File: src/rtl/axi_lite_master.sv
`default_nettype none
// ============================================================================
// Module      : axi_lite_master
// Description : Single-outstanding AXI4-Lite initiator. It converts a simple
//               command/response stream into AXI4-Lite read and write
//               transactions and counts non-OKAY responses in a saturating
//               counter.
// Revision    : 1.0 - initial release
// ============================================================================
module axi_lite_master #(
    parameter int AXI_ADDR_BW_p = 12,
    parameter int ERR_CNT_BW_p  = 8
) (
    input  logic                     clk,
    input  logic                     rst,
    // command stream
    input  logic                     i_cmd_valid,
    output logic                     o_cmd_ready,
    input  logic                     i_cmd_we,
    input  logic [AXI_ADDR_BW_p-1:0] i_cmd_addr,
    input  logic [31:0]              i_cmd_wdata,
    // response stream
    output logic                     o_rsp_valid,
    input  logic                     i_rsp_ready,
    output logic                     o_rsp_we,
    output logic [31:0]              o_rsp_rdata,
    output logic [1:0]               o_rsp_resp,
    // status
    output logic                     o_busy,
    output logic [ERR_CNT_BW_p-1:0]  o_err_cnt,
    // AXI4-Lite write channels
    output logic [AXI_ADDR_BW_p-1:0] o_axi_awaddr,
    output logic                     o_axi_awvalid,
    input  logic                     i_axi_awready,
    output logic [31:0]              o_axi_wdata,
    output logic                     o_axi_wvalid,
    input  logic                     i_axi_wready,
    input  logic [1:0]               i_axi_bresp,
    input  logic                     i_axi_bvalid,
    output logic                     o_axi_bready,
    // AXI4-Lite read channels
    output logic [AXI_ADDR_BW_p-1:0] o_axi_araddr,
    output logic                     o_axi_arvalid,
    input  logic                     i_axi_arready,
    input  logic [31:0]              i_axi_rdata,
    input  logic [1:0]               i_axi_rresp,
    input  logic                     i_axi_rvalid,
    output logic                     o_axi_rready
);

    localparam logic [2:0] c_IDLE    = 3'd0;
    localparam logic [2:0] c_WR_REQ  = 3'd1;
    localparam logic [2:0] c_WR_RESP = 3'd2;
    localparam logic [2:0] c_RD_REQ  = 3'd3;
    localparam logic [2:0] c_RD_DATA = 3'd4;
    localparam logic [2:0] c_RSP     = 3'd5;

    logic [2:0]               r_state_q,     w_state_d;
    logic [AXI_ADDR_BW_p-1:0] r_addr_q,      w_addr_d;
    logic [31:0]              r_wdata_q,     w_wdata_d;
    logic                     r_awvalid_q,   w_awvalid_d;
    logic                     r_wvalid_q,    w_wvalid_d;
    logic                     r_bready_q,    w_bready_d;
    logic                     r_arvalid_q,   w_arvalid_d;
    logic                     r_rready_q,    w_rready_d;
    logic                     r_rsp_valid_q, w_rsp_valid_d;
    logic                     r_rsp_we_q,    w_rsp_we_d;
    logic [31:0]              r_rsp_rdata_q, w_rsp_rdata_d;
    logic [1:0]               r_rsp_resp_q,  w_rsp_resp_d;
    logic [ERR_CNT_BW_p-1:0]  r_err_cnt_q,   w_err_cnt_d;
    logic                     w_capture;
    logic [1:0]               w_cap_resp;

    // Next-state and datapath decode for the transaction sequencer
    always_comb begin
        w_state_d     = r_state_q;
        w_addr_d      = r_addr_q;
        w_wdata_d     = r_wdata_q;
        w_awvalid_d   = r_awvalid_q;
        w_wvalid_d    = r_wvalid_q;
        w_bready_d    = r_bready_q;
        w_arvalid_d   = r_arvalid_q;
        w_rready_d    = r_rready_q;
        w_rsp_valid_d = r_rsp_valid_q;
        w_rsp_we_d    = r_rsp_we_q;
        w_rsp_rdata_d = r_rsp_rdata_q;
        w_rsp_resp_d  = r_rsp_resp_q;
        w_capture     = 1'b0;
        w_cap_resp    = 2'b00;

        case (r_state_q)
            c_IDLE: begin
                if (i_cmd_valid) begin
                    w_addr_d  = i_cmd_addr;
                    w_wdata_d = i_cmd_wdata;
                    if (i_cmd_we) begin
                        w_awvalid_d = 1'b1;
                        w_wvalid_d  = 1'b1;
                        w_state_d   = c_WR_REQ;
                    end else begin
                        w_arvalid_d = 1'b1;
                        w_state_d   = c_RD_REQ;
                    end
                end
            end
            c_WR_REQ: begin
                // AW and W complete independently; move on once both are done
                if (i_axi_awready) w_awvalid_d = 1'b0;
                if (i_axi_wready)  w_wvalid_d  = 1'b0;
                if (!w_awvalid_d && !w_wvalid_d) begin
                    w_bready_d = 1'b1;
                    w_state_d  = c_WR_RESP;
                end
            end
            c_WR_RESP: begin
                if (r_bready_q && i_axi_bvalid) begin
                    w_capture     = 1'b1;
                    w_cap_resp    = i_axi_bresp;
                    w_rsp_resp_d  = i_axi_bresp;
                    w_rsp_rdata_d = 32'd0;
                    w_rsp_we_d    = 1'b1;
                    w_bready_d    = 1'b0;
                    w_rsp_valid_d = 1'b1;
                    w_state_d     = c_RSP;
                end
            end
            c_RD_REQ: begin
                if (r_arvalid_q && i_axi_arready) begin
                    w_arvalid_d = 1'b0;
                    w_rready_d  = 1'b1;
                    w_state_d   = c_RD_DATA;
                end
            end
            c_RD_DATA: begin
                if (r_rready_q && i_axi_rvalid) begin
                    w_capture     = 1'b1;
                    w_cap_resp    = i_axi_rresp;
                    w_rsp_resp_d  = i_axi_rresp;
                    w_rsp_rdata_d = i_axi_rdata;
                    w_rsp_we_d    = 1'b0;
                    w_rready_d    = 1'b0;
                    w_rsp_valid_d = 1'b1;
                    w_state_d     = c_RSP;
                end
            end
            c_RSP: begin
                if (i_rsp_ready) begin
                    w_rsp_valid_d = 1'b0;
                    w_state_d     = c_IDLE;
                end
            end
            default: begin
                w_state_d = c_IDLE;
            end
        endcase
    end

    // Saturating count of non-OKAY responses, bumped at the capture cycle
    always_comb begin
        w_err_cnt_d = r_err_cnt_q;
        if (w_capture && (w_cap_resp != 2'b00) && (r_err_cnt_q != '1)) begin
            w_err_cnt_d = r_err_cnt_q + ERR_CNT_BW_p'(1);
        end
    end

    // State and output registers with synchronous reset
    always_ff @(posedge clk) begin
        if (rst) begin
            r_state_q     <= c_IDLE;
            r_addr_q      <= '0;
            r_wdata_q     <= '0;
            r_awvalid_q   <= 1'b0;
            r_wvalid_q    <= 1'b0;
            r_bready_q    <= 1'b0;
            r_arvalid_q   <= 1'b0;
            r_rready_q    <= 1'b0;
            r_rsp_valid_q <= 1'b0;
            r_rsp_we_q    <= 1'b0;
            r_rsp_rdata_q <= '0;
            r_rsp_resp_q  <= '0;
            r_err_cnt_q   <= '0;
        end else begin
            r_state_q     <= w_state_d;
            r_addr_q      <= w_addr_d;
            r_wdata_q     <= w_wdata_d;
            r_awvalid_q   <= w_awvalid_d;
            r_wvalid_q    <= w_wvalid_d;
            r_bready_q    <= w_bready_d;
            r_arvalid_q   <= w_arvalid_d;
            r_rready_q    <= w_rready_d;
            r_rsp_valid_q <= w_rsp_valid_d;
            r_rsp_we_q    <= w_rsp_we_d;
            r_rsp_rdata_q <= w_rsp_rdata_d;
            r_rsp_resp_q  <= w_rsp_resp_d;
            r_err_cnt_q   <= w_err_cnt_d;
        end
    end

    // cmd_ready is masked by reset so nothing looks acceptable mid-reset
    assign o_cmd_ready   = (r_state_q == c_IDLE) && !rst;
    assign o_busy        = (r_state_q != c_IDLE);

    assign o_rsp_valid   = r_rsp_valid_q;
    assign o_rsp_we      = r_rsp_we_q;
    assign o_rsp_rdata   = r_rsp_rdata_q;
    assign o_rsp_resp    = r_rsp_resp_q;
    assign o_err_cnt     = r_err_cnt_q;

    assign o_axi_awaddr  = r_addr_q;
    assign o_axi_awvalid = r_awvalid_q;
    assign o_axi_wdata   = r_wdata_q;
    assign o_axi_wvalid  = r_wvalid_q;
    assign o_axi_bready  = r_bready_q;
    assign o_axi_araddr  = r_addr_q;
    assign o_axi_arvalid = r_arvalid_q;
    assign o_axi_rready  = r_rready_q;

endmodule
`default_nettype wire

File: config.mk
export PLATFORM = sky130hd
export DESIGN_NAME = axi_lite_master
export DESIGN_NICKNAME = d
export VERILOG_FILES = /design/src/rtl/axi_lite_master.sv
export SDC_FILE = /design/constraint.sdc
export NUM_CORES = 1
export LEC_CHECK = 0
export ABC_AREA = 1
export ABC_CLOCK_PERIOD_IN_PS = 3350
export CORE_AREA = 2 2 123 125
export CTS_CLUSTER_DIAMETER = 80
export DETAILED_ROUTE_END_ITERATION = 6
export DIE_AREA = 0 0 125 127
export SLEW_MARGIN = 20
export SYNTH_ARGS = -nofsm -noshare
export SYNTH_HDL_FRONTEND = slang
export SYNTH_SLANG_ARGS = --single-unit
File: constraint.sdc
create_clock -name clk -period 3.35 [get_ports clk]
set_input_delay 0.335 -clock clk [delete_from_list [all_inputs] [get_ports clk]]
set_output_delay 0.335 -clock clk [all_outputs]
set_load 0.05 [all_outputs]
==> results.md, run 1 <==
* Kind of launch point of the worst setup path: flop
* Share of post-route cells with drive strength above 1 at 13.38%
* Switching Share at 41.38%
* Hold Path Depth at 2
* Synth warn at 0
* Number of DRC violations after detailed-routing iteration 0 at approximately 190
* Combinational power share at 41.4%
* Core ar. at between 10000 and 15000 sq um
* Clock-pin slew reported for the worst setup and hold paths after clock tree synthesis at ~0.060 ns
* Reg2Reg Depth at 5
* Cells after synthesis at 510
* Total track usage at 14.55%
* List of cells traversed by the critical path: nor2_4, nand2_1, nor2_1, clkdlybuf4s50_1
* Capturing point of the worst reg2reg path: o_axi_wvalid$_SDFFE_PP0P_
* Die footprint at 15880 sq um
* Setup violations, final at 0
* Wire length after detailed routing at 11.60 mm
* Nets in the synthesized netlist at 601
* Power per Cell Area at 622.8 nW/um^2
* Worst hold slack at 0.4069 ns
* Seq pwr share at a little over a third
* WS Path Type: reg -> out
* Gr ovfl total at 0
* Routed wirelength normalized by instance count at 13.42 um
* Async set-reset flop share out of synthesis at 0%
* Main area contributors after synthesis: dfxtp_1 45%, nand2_1 14%, a21oi_1 7.2%
* Final Cycle Share at between 70% and 80%
* Synthesized area at roughly 4300 sq um
* Flops & latches, synth at 96
* Commonest cells in the netlist: 157 x nand2_1, 96 x dfxtp_1, 61 x a21oi_1, 30 x nand3_2, 29 x a21oi_2
* Via count at 3968
* N_diodes at 0
* Clock latency on the worst-skew pair at about 0.34 ns
* Number of iterations in the first detailed-routing pass at 5
* Global routing met3 resource utilization at 6.533%
* Slowest cell delay on critical path at 0.81 ns
* Critical Path AT at 2.02 ns
* TritonCTS clock tree: built
* Worst clock skew at about 0.0044 ns
* Proportion of netlist area held by the largest area contributor at between 40% and 50%
* Number of nets in the finished design at 768
* Antenna violations before repair at 0
* Unrepaired setup endpoints after global routing: false
* Outcome: finished clean
* Setup slack of the most critical reg-to-reg path at 1.04 ns
* Met1 Usage GRT at 17.42%
* Net switching power figure at 1645 uW
* Area occupied by multi-input gates at 1922 sq um
* GRT met2 Usage at between 20% and 30%
* Max-Cap Viols at 0
* Transition at the pin with the smallest max-transition slack at 0.8583 ns
* DR vias/cell at 4.593
* Total negative setup slack at 0 ns
* Quantity of I/O buffers inserted on ports at 196
* Reported leakage power at 0.002160 uW
* Most common cell in the netlist: nand2_1
* Most crowded layer after global routing: met2
* Remaining max-slew budget at the tightest pin at 42.69%
* Boundary pin count at between 150 and 200
* Effective utilization at floorplan at 29.55%
* Internal power at 2330 uW
* Start point of the worst min-delay path: rst
* Synthesis-to-layout area growth at 49.77%
* Worst endpoint required time at 3.01 ns
* Post-Synthesis Mean Instance Area at 8.356 sq um
* Endpoint of the worst hold path: o_rsp_rdata[26]$_SDFFE_PP0P_
* # fillers at 1454
* Number of buffers between clock root and the deepest sink at 2
* Via count of the first global-routing pass at 3955
* Total count of hold-check failures in the final report at 0
* Share of power burned in the clock network at 23.0%
* Post-layout min period at 2.351 ns
* Maximum number of pins on one net before global-route repair at 56
* Remaining DRCs at 0
* Peak supply drop at 0.2455 mV
* Path category of the worst min-delay check: in -> reg
* Count of unique library cells instantiated by Yosys at 35
* Clock buffers created by TritonCTS at 9
* Die Y-Extent at 127 um
* Final estimated routing congestion in global placement at 0.7518
* Number of flops mapped to enable cells by yosys at 0
* Most area-hungry cell type in the Yosys netlist: dfxtp_1
* Wire length of the first global-routing pass at 19.09 mm
* Die outline width at 125 um
* Prevailing post-synth register cell: dfxtp_1
* Hold_buf cts at 0
* Seq/Total Area, Yosys at between 40% and 50%
* Maximum net fanout on the critical path at 9
* Crit end category: primary output
* Clock H-tree levels at 3
* Max Slew Vio Count at 0
* Remaining number of nets flagged by the antenna check after routing at 0
* Cell type of the slowest stage on the worst timing path: clkdlybuf4s50_1
* Area occupied by registers at 1922 sq um
* Core Rows at 44
* Worst R2R Start: r_state_q[2]$_SDFFE_PP0P_
* Final HPWL DP at approximately 8.3 mm
* Resized cells post-CTS at 0
* Number of clock sinks at 96
* Final worst-path setup slack at 0.9995 ns
* Setup Slack @ Placement at 0.9864 ns
* Achievable clock frequency at ~0.43 GHz
* Cell at the root of the clock tree: clkbuf_16
* Buffer count from post-CTS setup fixing at 0
flip-flops by register name, indices dropped and copies added, names as in the netlist:
signal / cells
o_axi_wdata: 32
o_rsp_rdata: 32
o_axi_araddr: 12
o_err_cnt: 8
r_state_q: 3
o_rsp_resp: 2
o_axi_arvalid: 1
o_axi_awvalid: 1
o_axi_bready: 1
o_axi_rready: 1
o_axi_wvalid: 1
o_rsp_valid: 1
o_rsp_we: 1
power by group through the flow:
stage | Clock (uW) | Combinational (uW) | Sequential (uW)
CTS | 958 | 1660 | 1420
detailed placement | 0 | 1660 | 1440
floorplan | 0 | 849 | 1820
global route | 993 | 1770 | 1440
finish | 916 | 1650 | 1410
global placement | 0 | 1650 | 1430
logic make-up after synthesis:
logic type,Yosys count,synth area share [%]
XOR/XNOR,3,0.6167
AND/OR/NAND/NOR,242,29.01
AO/OA/AOI/OAI,105,15.18
buffers and inverters,63,9.806
flip-flops,96,45.10
adder cells (fa/ha/maj),1,0.2936
cells in the final DEF, fill, tap and decap left out, types with 4 or more instances in the layout:
master,instances
a21oi_1,61
a21oi_2,29
clkbuf_16,9
clkdlybuf4s50_1,195
dfxtp_1,96
inv_1,17
nand2_1,157
nand3_1,19
nand3_2,30
nor2_1,18
nor2_4,4
o21ai_0,9
area by class of cell:
class,instances,share of cell area (%)
Timing Repair Buffer,197,30.82
Sequential cell,96,30.11
Multi-Input combinational cell,351,30.11
Clock buffer,13,3.921
Tap cell,184,3.607
Inverter,22,1.353
Clock inverter,1,0.07842
worst max-delay path, delay by kind of cell (launching register included):
| family | cells | cell delay (ns) |
|---|---|---|
| buffers and inverters | 1 | 0.81 |
| flip-flops | 1 | 0.44 |
| AND/OR/NAND/NOR | 3 | 0.42 |
how the worst max path moves through the flow:
stage | from | end | slack, ns
after CTS | r_state_q[2]$_SDFFE_PP0P_ | o_cmd_ready | 0.97
after global placement | i_cmd_valid | o_axi_awvalid$_SDFFE_PP0P_ | 1.00
after detailed placement | i_cmd_valid | o_axi_wvalid$_SDFFE_PP0P_ | 0.99
after floorplan | r_state_q[2]$_SDFFE_PP0P_ | o_cmd_ready | 1.35
after global routing | r_state_q[2]$_SDFFE_PP0P_ | o_axi_wvalid$_SDFFE_PP0P_ | 0.71
final | r_state_q[2]$_SDFFE_PP0P_ | o_cmd_ready | 1.0
stage by stage:
step | std cells | power (uW) | area [sq um] | utilization, %
after floorplan | 510 | 2666 | 4262 | -
after global placement | 850 | 3083 | 6127 | 42.48
after detailed placement | 850 | 3100 | 6127 | 42.48
after CTS | 864 | 4039 | 6382 | 44.25
after global routing | 864 | 4199 | 6382 | 44.25
final | 864 | 3975 | 6382 | 44.25
metal layers:
| metal | wire length, um | part of all wire (%) | up-vias |
|---|---|---|---|
| met5 | 0 | 0 | - |
| met4 | 156 | 1.3 | 0 |
| met3 | 1181 | 10 | 11 |
| met2 | 5205 | 45 | 155 |
| met1 | 5052 | 44 | 1819 |
| li1 | - | - | 1983 |
Power figures use the tool's default switching activity.
==> inputs of run 2 (changes only) <==
--- a/config.mk
+++ b/config.mk
@@ -6,7 +6,7 @@
 export NUM_CORES = 1
 export LEC_CHECK = 0
 export ABC_AREA = 1
-export ABC_CLOCK_PERIOD_IN_PS = 3350
+export ABC_CLOCK_PERIOD_IN_PS = 2400
 export CORE_AREA = 2 2 123 125
 export CTS_CLUSTER_DIAMETER = 80
 export DETAILED_ROUTE_END_ITERATION = 6
==> constraint.sdc (replaced) <==
create_clock -name clk -period 2.4 [get_ports clk]
set_input_delay 0.24 -clock clk [delete_from_list [all_inputs] [get_ports clk]]
set_output_delay 0.24 -clock clk [all_outputs]
set_load 0.05 [all_outputs]
==> run 2 against run 1 <==
  * Sequential share of layout area down 0.60 points
  * Clock skew up 0.0050 ns
  * Utilization up 0.89 points
  * First-iteration DRC count up 15%
  * Non-clock buffer count up 5
  * Global-route usage up 0.11 points
  * Final cell count up 0.69%
  * Worst hold slack better by 0.034 ns
  * Combinational power up 44%
  * Critical path depth unchanged
  * Routed wire length up 1.2%
  * Sequential power up 40%
  * Critical endpoint unchanged
  * Largest cell class unchanged
==> results.md, run 2 (synthesis results as in run 1) <==
* Synthesis-to-layout area growth at 52.79%
* Hold Path Depth at 3 (+1)
* Total track usage at 14.66% (+0.11 points)
* Leading cell type in the layout, fill and taps excluded: clkdlybuf4s50_1
* Slowest cell delay on critical path at 0.80 ns (about the same)
* Worst hold slack at 0.4406 ns (+0.03367 ns)
* Seq pwr share at 33.0% (-2.6 points)
* Number of DRC violations after detailed-routing iteration 0 at 221 (+15%)
* Share of power burned in the clock network at 27.3% (+4.3 points)
* Number of buffers between clock root and the deepest sink at 2 (unchanged)
* Worst endpoint required time at 2.16 ns (-0.85 ns)
* Buffer count from post-CTS setup fixing at 0 (unchanged)
* Crit end category: primary output
* Effective utilization at floorplan at 29.55% (unchanged)
* Worst clock skew at 0.009420 ns (+0.005021 ns)
* Kind of launch point of the worst setup path: flop
* N_diodes at 0 (unchanged)
* WS Path Type: reg -> out
* List of cells traversed by the critical path: nor2_4, nand2_1, nor2_1, clkdlybuf4s50_1
* Setup violations, final at 0 (unchanged)
* Maximum number of pins on one net before global-route repair at 54 (-3.6%)
* Remaining max-slew budget at the tightest pin at 52.50% (+9.8 points)
* Gr ovfl total at 0 (unchanged)
* Clock latency on the worst-skew pair at 0.35 ns (about the same)
* Total negative setup slack at 0 ns (unchanged)
* Resized cells post-CTS at 0 (unchanged)
* Max Slew Vio Count at 0 (unchanged)
* Unrepaired setup endpoints after global routing: false
* Final estimated routing congestion in global placement at 0.7702 (+2.4%)
* Core Rows at 44 (unchanged)
* Number of iterations in the first detailed-routing pass at 4 (-1)
* Die Y-Extent at 127 um (unchanged)
* Total count of hold-check failures in the final report at 0 (unchanged)
* Cell Count, Final, Fillers Out at 870 (+0.69%)
* Reported leakage power at 0.002227 uW (+3.1%)
* Critical Path AT at 2.02 ns (about the same)
* Combinational power share at 39.7% (-1.7 points)
* Final Cycle Share at 94.21%
* TritonCTS clock tree: built
* Routed wirelength normalized by instance count at 13.49 um (+0.49%)
* Outcome: finished clean
* Maximum net fanout on the critical path at 9 (unchanged)
* Remaining number of nets flagged by the antenna check after routing at 0 (unchanged)
* Setup Slack @ Placement at 0.4490 ns (-0.5374 ns)
* Final HPWL DP at 8.387 mm (+1.4%)
* Cell type of the slowest stage on the worst timing path: clkdlybuf4s50_1
* Achievable clock frequency at 0.4423 GHz
* Antenna violations before repair at 0 (unchanged)
* Reg2Reg Depth at 6 (+1)
* Clock-pin slew reported for the worst setup and hold paths after clock tree synthesis at 0.07 ns (about the same)
* Transition at the pin with the smallest max-transition slack at 0.7124 ns (-0.1459 ns)
* Via count at 3950 (-0.45%)
* Hold_buf cts at 0 (unchanged)
* Path category of the worst min-delay check: in -> reg
* PnR Total Power at 5958 uW (+50%)
* Number of nets in the finished design at 773 (+0.65%)
* Net switching power figure at 2372 uW (+44%)
* Via count of the first global-routing pass at 3841 (-2.9%)
* Die footprint at 15880 sq um (unchanged)
* Remaining DRCs at 0 (unchanged)
* Clock H-tree levels at 3 (unchanged)
* Internal power at 3587 uW (+54%)
* Core ar. at 14420 sq um (unchanged)
* Share of post-route cells with drive strength above 1 at 14.58% (+1.2 points)
* DR vias/cell at 4.540 (-1.1%)
* Cell at the root of the clock tree: clkbuf_16
* Switching Share at 39.80% (-1.6 points)
* Power per Cell Area at 915.1 nW/um^2 (+47%)
* Die outline width at 125 um (unchanged)
* Top library cells by usage in the layout, fill and taps aside: 195 x clkdlybuf4s50_1, 157 x nand2_1, 96 x dfxtp_1
* Wire length of the first global-routing pass at 19.04 mm (-0.21%)
* Max-Cap Viols at 0 (unchanged)
* Post-layout min period at 2.261 ns
* Quantity of I/O buffers inserted on ports at 196 (unchanged)
* Final worst-path setup slack at 0.1389 ns (-0.8605 ns)
* Clock buffers created by TritonCTS at 9 (unchanged)
* Number of clock sinks at 96 (unchanged)
* Placed instance count at 855 (+0.59%)
* Peak supply drop at 0.3588 mV (+46%)
* Wire length after detailed routing at 11.73 mm (+1.2%)
* Boundary pin count at 197 (unchanged)
## run 2: worst paths after layout
| check | startpoint | end | slack (ns) |
|---|---|---|---|
| setup / recovery | r_state_q[2]$_SDFFE_PP0P_ | o_cmd_ready | 0.14 |
| hold reg to reg | o_axi_wdata[5]$_SDFFE_PP0P_ | o_axi_wdata[5]$_SDFFE_PP0P_ | 0.46 |
| setup reg to reg | r_state_q[2]$_SDFFE_PP0P_ | o_axi_araddr[1]$_SDFFE_PP0P_ | 0.47 |
| hold / removal | i_cmd_wdata[28] | o_axi_wdata[28]$_SDFFE_PP0P_ | 0.44 |
## run 2: power groups by stage
| stage | combinational [uW] | clock [uW] | sequential [uW] |
|---|---|---|---|
| after CTS | 2390 | 1670 | 1970 |
| after detailed placement | 2390 | 0 | 2000 |
| final | 2370 | 1620 | 1970 |
| after global routing | 2530 | 1720 | 2000 |
| after global placement | 2370 | 0 | 1990 |
| after floorplan | 1180 | 0 | 2540 |
## run 2: metal layers
| metal | vias up | wire (um) | part of all wire, % | GRT usage [%] |
|---|---|---|---|---|
| met4 | 0 | 183 | 1.6 | 6.013 |
| met2 | 158 | 5237 | 45 | 23.79 |
| met3 | 11 | 1030 | 8.8 | 5.486 |
| li1 | 1996 | - | - | - |
| met1 | 1785 | 5281 | 45 | 17.60 |
| met5 | - | 0 | 0 | 0 |
## run 2: critical path, delay by kind of cell (launching register included)
kind / cells / cell delay [ns]
buf+inv: 1 / 0.80
flops: 1 / 0.45
simple gates: 3 / 0.43
## run 2: area by class of cell
cell class | instances | area [sq um]
clock buffer | 9 | 225.2
clock inverter | 6 | 108.9
fill | 1383 | 7913
inverter | 22 | 86.33
multi-input combinational | 351 | 1922
sequential | 96 | 1922
tap | 184 | 230.2
timing repair buffer | 202 | 2017
## run 2: metrics by stage
step	instance area (sq um)	utilization [%]
2_1_floorplan	4262	-
3_3_place_gp	6177	42.83
3_5_place_dp	6177	42.83
4_1_cts	6511	45.14
5_1_grt	6511	45.14
6_report	6511	45.14
==> inputs of run 3 (changes only) <==
==> constraint.sdc (replaced) <==
create_clock -name clk -period 2.4 [get_ports clk]
set_input_delay 0.72 -clock clk [delete_from_list [all_inputs] [get_ports clk]]
set_output_delay 0.72 -clock clk [all_outputs]
set_load 0.05 [all_outputs]
==> run 3 against run 2 <==
  * Critical path depth is 3 lower
  * Routed wire length is 3.5% higher
  * Via count is 1.4% higher
  * Utilization is 0.14 points lower
  * Power is 3.7% lower
  * Register-to-register slack better by 0.21 ns
  * Die area stayed put
  * Clock power is 17% lower
  * Maximum frequency is 3.6% lower
  * First-iteration DRC count is 8.1% lower
  * Non-clock buffer count is 1 higher
  * Clock skew is 0.0033 ns lower
==> results.md, run 3 (synthesis results as in run 1) <==
* Remaining DRCs at 0 (unchanged)
* Cell type of the slowest stage on the worst timing path: clkdlybuf4s50_1
* Clock buffers created by TritonCTS at 9 (unchanged)
* Placed instance count at 856 (+0.12%)
* Peak supply drop at 0.3063 mV (-15%)
* Leading cell type in the layout, fill and taps excluded: clkdlybuf4s50_1
* Remaining max-slew budget at the tightest pin at 51.46% (-1.0 points)
* Unrepaired setup endpoints after global routing: false
* Antenna violations before repair at 0 (unchanged)
* Maximum number of pins on one net before global-route repair at 53 (-1.9%)
* Final HPWL DP at 8.876 mm (+5.8%)
* Critical Path AT at 1.63 ns (-0.39 ns)
* Clock latency on the worst-skew pair at 0.34 ns (about the same)
* # fillers at 1396 (+0.94%)
* Final estimated routing congestion in global placement at 0.8295 (+7.7%)
* Boundary pin count at 197 (unchanged)
* Remaining number of nets flagged by the antenna check after routing at 0 (unchanged)
* Die Y-Extent at 127 um (unchanged)
* Core ar. at 14420 sq um (unchanged)
* Effective utilization at floorplan at 29.55% (unchanged)
* Die outline width at 125 um (unchanged)
* Quantity of I/O buffers inserted on ports at 196 (unchanged)
* Path category of the worst min-delay check: reg -> reg
* Cell at the root of the clock tree: clkbuf_16
* Maximum net fanout on the critical path at 6 (-3)
* N_diodes at 0 (unchanged)
* Cell Count, Final, Fillers Out at 871 (+0.11%)
* Worst endpoint required time at 1.68 ns (-0.48 ns)
* Number of nets in the finished design at 774 (+0.13%)
* Final Cycle Share at 97.74% (+3.5 points)
* Die footprint at 15880 sq um (unchanged)
* Power per Cell Area at 883.9 nW/um^2 (-3.4%)
* Worst Setup SP: o_err_cnt[5]$_SDFFE_PP0P_
* Buf+Inv Stages, Crit Path at 1 (unchanged)
* Core Rows at 44 (unchanged)
* Outcome: finished clean
* Number of buffers between clock root and the deepest sink at 2 (unchanged)
* Share of post-route cells with drive strength above 1 at 15.28% (+0.71 points)
* Clock H-tree levels at 3 (unchanged)
* TritonCTS clock tree: built
* Top library cells by usage in the layout, fill and taps aside: 190 x clkdlybuf4s50_1, 157 x nand2_1, 96 x dfxtp_1
* Wire length of the first global-routing pass at 19.72 mm (+3.5%)
* Number of DRC violations after detailed-routing iteration 0 at 203 (-8.1%)
* Total track usage at 15.12% (+0.46 points)
* Slowest cell delay on critical path at 0.85 ns (+0.05 ns)
* Crit end category: primary output
* Synthesis-to-layout area growth at 52.32%
* Clock-pin slew reported for the worst setup and hold paths after clock tree synthesis at 0.06 ns (about the same)
* PnR Total Power at 5737 uW (-3.7%)
* Transition at the pin with the smallest max-transition slack at 0.7281 ns (+0.01565 ns)
* Gr ovfl total at 0 (unchanged)
* Number of iterations in the first detailed-routing pass at 4 (unchanged)
* Setup violations, final at 0 (unchanged)
* Worst clock skew at 0.006129 ns (-0.003291 ns)
* Routed wirelength normalized by instance count at 13.94 um (+3.3%)
* Achievable clock frequency at 0.4263 GHz (-3.6%)
* Reported leakage power at 0.002238 uW (+0.48%)
* Wire length after detailed routing at 12.14 mm (+3.5%)
* Worst R2R Start: r_state_q[2]$_SDFFE_PP0P_
* Via count at 4006 (+1.4%)
* DR vias/cell at 4.599 (+1.3%)
* Kind of launch point of the worst setup path: flop
* Via count of the first global-routing pass at 4003 (+4.2%)
* Start point of the worst min-delay path: o_axi_wdata[4]$_SDFFE_PP0P_
* List of cells traversed by the critical path: clkdlybuf4s50_1
* Total count of hold-check failures in the final report at 0 (unchanged)
* Post-layout min period at 2.346 ns (+0.08481 ns)
* Max Slew Vio Count at 0 (unchanged)
* Max-Cap Viols at 0 (unchanged)
* Setup slack of the most critical reg-to-reg path at 0.68 ns (+0.21 ns)
* Total negative setup slack at 0 ns (unchanged)
* Category of cells accounting for the largest share of critical-path delay: buffers and inverters
* Number of clock sinks at 96 (unchanged)
* Buffer count from post-CTS setup fixing at 0 (unchanged)
* WS Path Type: reg -> out
==> run 3: changes by cell type in the layout (fill, tap and decap cells not counted), moves of 2 or more <==
cell / before / now
clkdlybuf4s50_1: 195 / 190
bufinv_16: 3 / 0
buf_12: 1 / 4
clkbuf_8: 0 / 2
buf_4: 6 / 8
==> run 3: tightest hold or removal path: stages (launching register included) <==
cell	delay [ns]
dfxtp_1	0.31
nand2_1	0.06
a21oi_1	0.06
==> run 3: power by group <==
| part | internal [uW] | total, uW | switching (uW) |
|---|---|---|---|
| Sequential | 1790 | 1970 | 177 |
| Clock | 750 | 1340 | 588 |
| Combinational | 829 | 2430 | 1600 |
==> run 3: what timing repair did <==
item                       4_1_cts  5_1_grt
setup endpoints to repair        0        1
gates resized for setup          0        1
hold buffers                     0        0
==> run 3: layout make-up <==
type                    instances  area (sq um)  share of cell area, %
clock inverters                 3         17.52                 0.2699
repair buffers                203          2054                  31.65
inverters                      22         86.33                  1.330
multi-input cells             351          1924                  29.65
well taps                     184         230.2                  3.547
clock buffers                  12         256.5                  3.951
flip-flops and latches         96          1922                  29.61
==> run 3: worst paths after layout <==
check                                 end  depth (start not counted)
max                          o_err_cnt[5]                          1
max reg2reg  o_axi_wdata[20]$_SDFFE_PP0P_                          5
min           o_axi_wdata[4]$_SDFFE_PP0P_                          2
min reg2reg   o_axi_wdata[4]$_SDFFE_PP0P_                          2
==> run 3: metal layers <==
metal	wire, um	track usage [%]	share of wire (%)
met5	0	0	0
met4	172	5.490	1.4
met1	5241	18.26	43
met2	5565	24.52	46
met3	1159	5.988	9.5
==> run 3: per-stage QoR <==
step | setup WS (ns) | util (%) | hold WS (ns) | instance area, sq um
3_5_place_dp | 0.2055 | 43.09 | 0.4549 | 6215
5_1_grt | 0.01420 | 45.00 | 0.4891 | 6491
2_1_floorplan | 0.07149 | - | 0.5856 | 4264
4_1_cts | 0.03653 | 44.99 | 0.4652 | 6489
3_3_place_gp | 0.2212 | 43.09 | 0.4523 | 6215
6_report | 0.05412 | 45.00 | 0.4638 | 6491
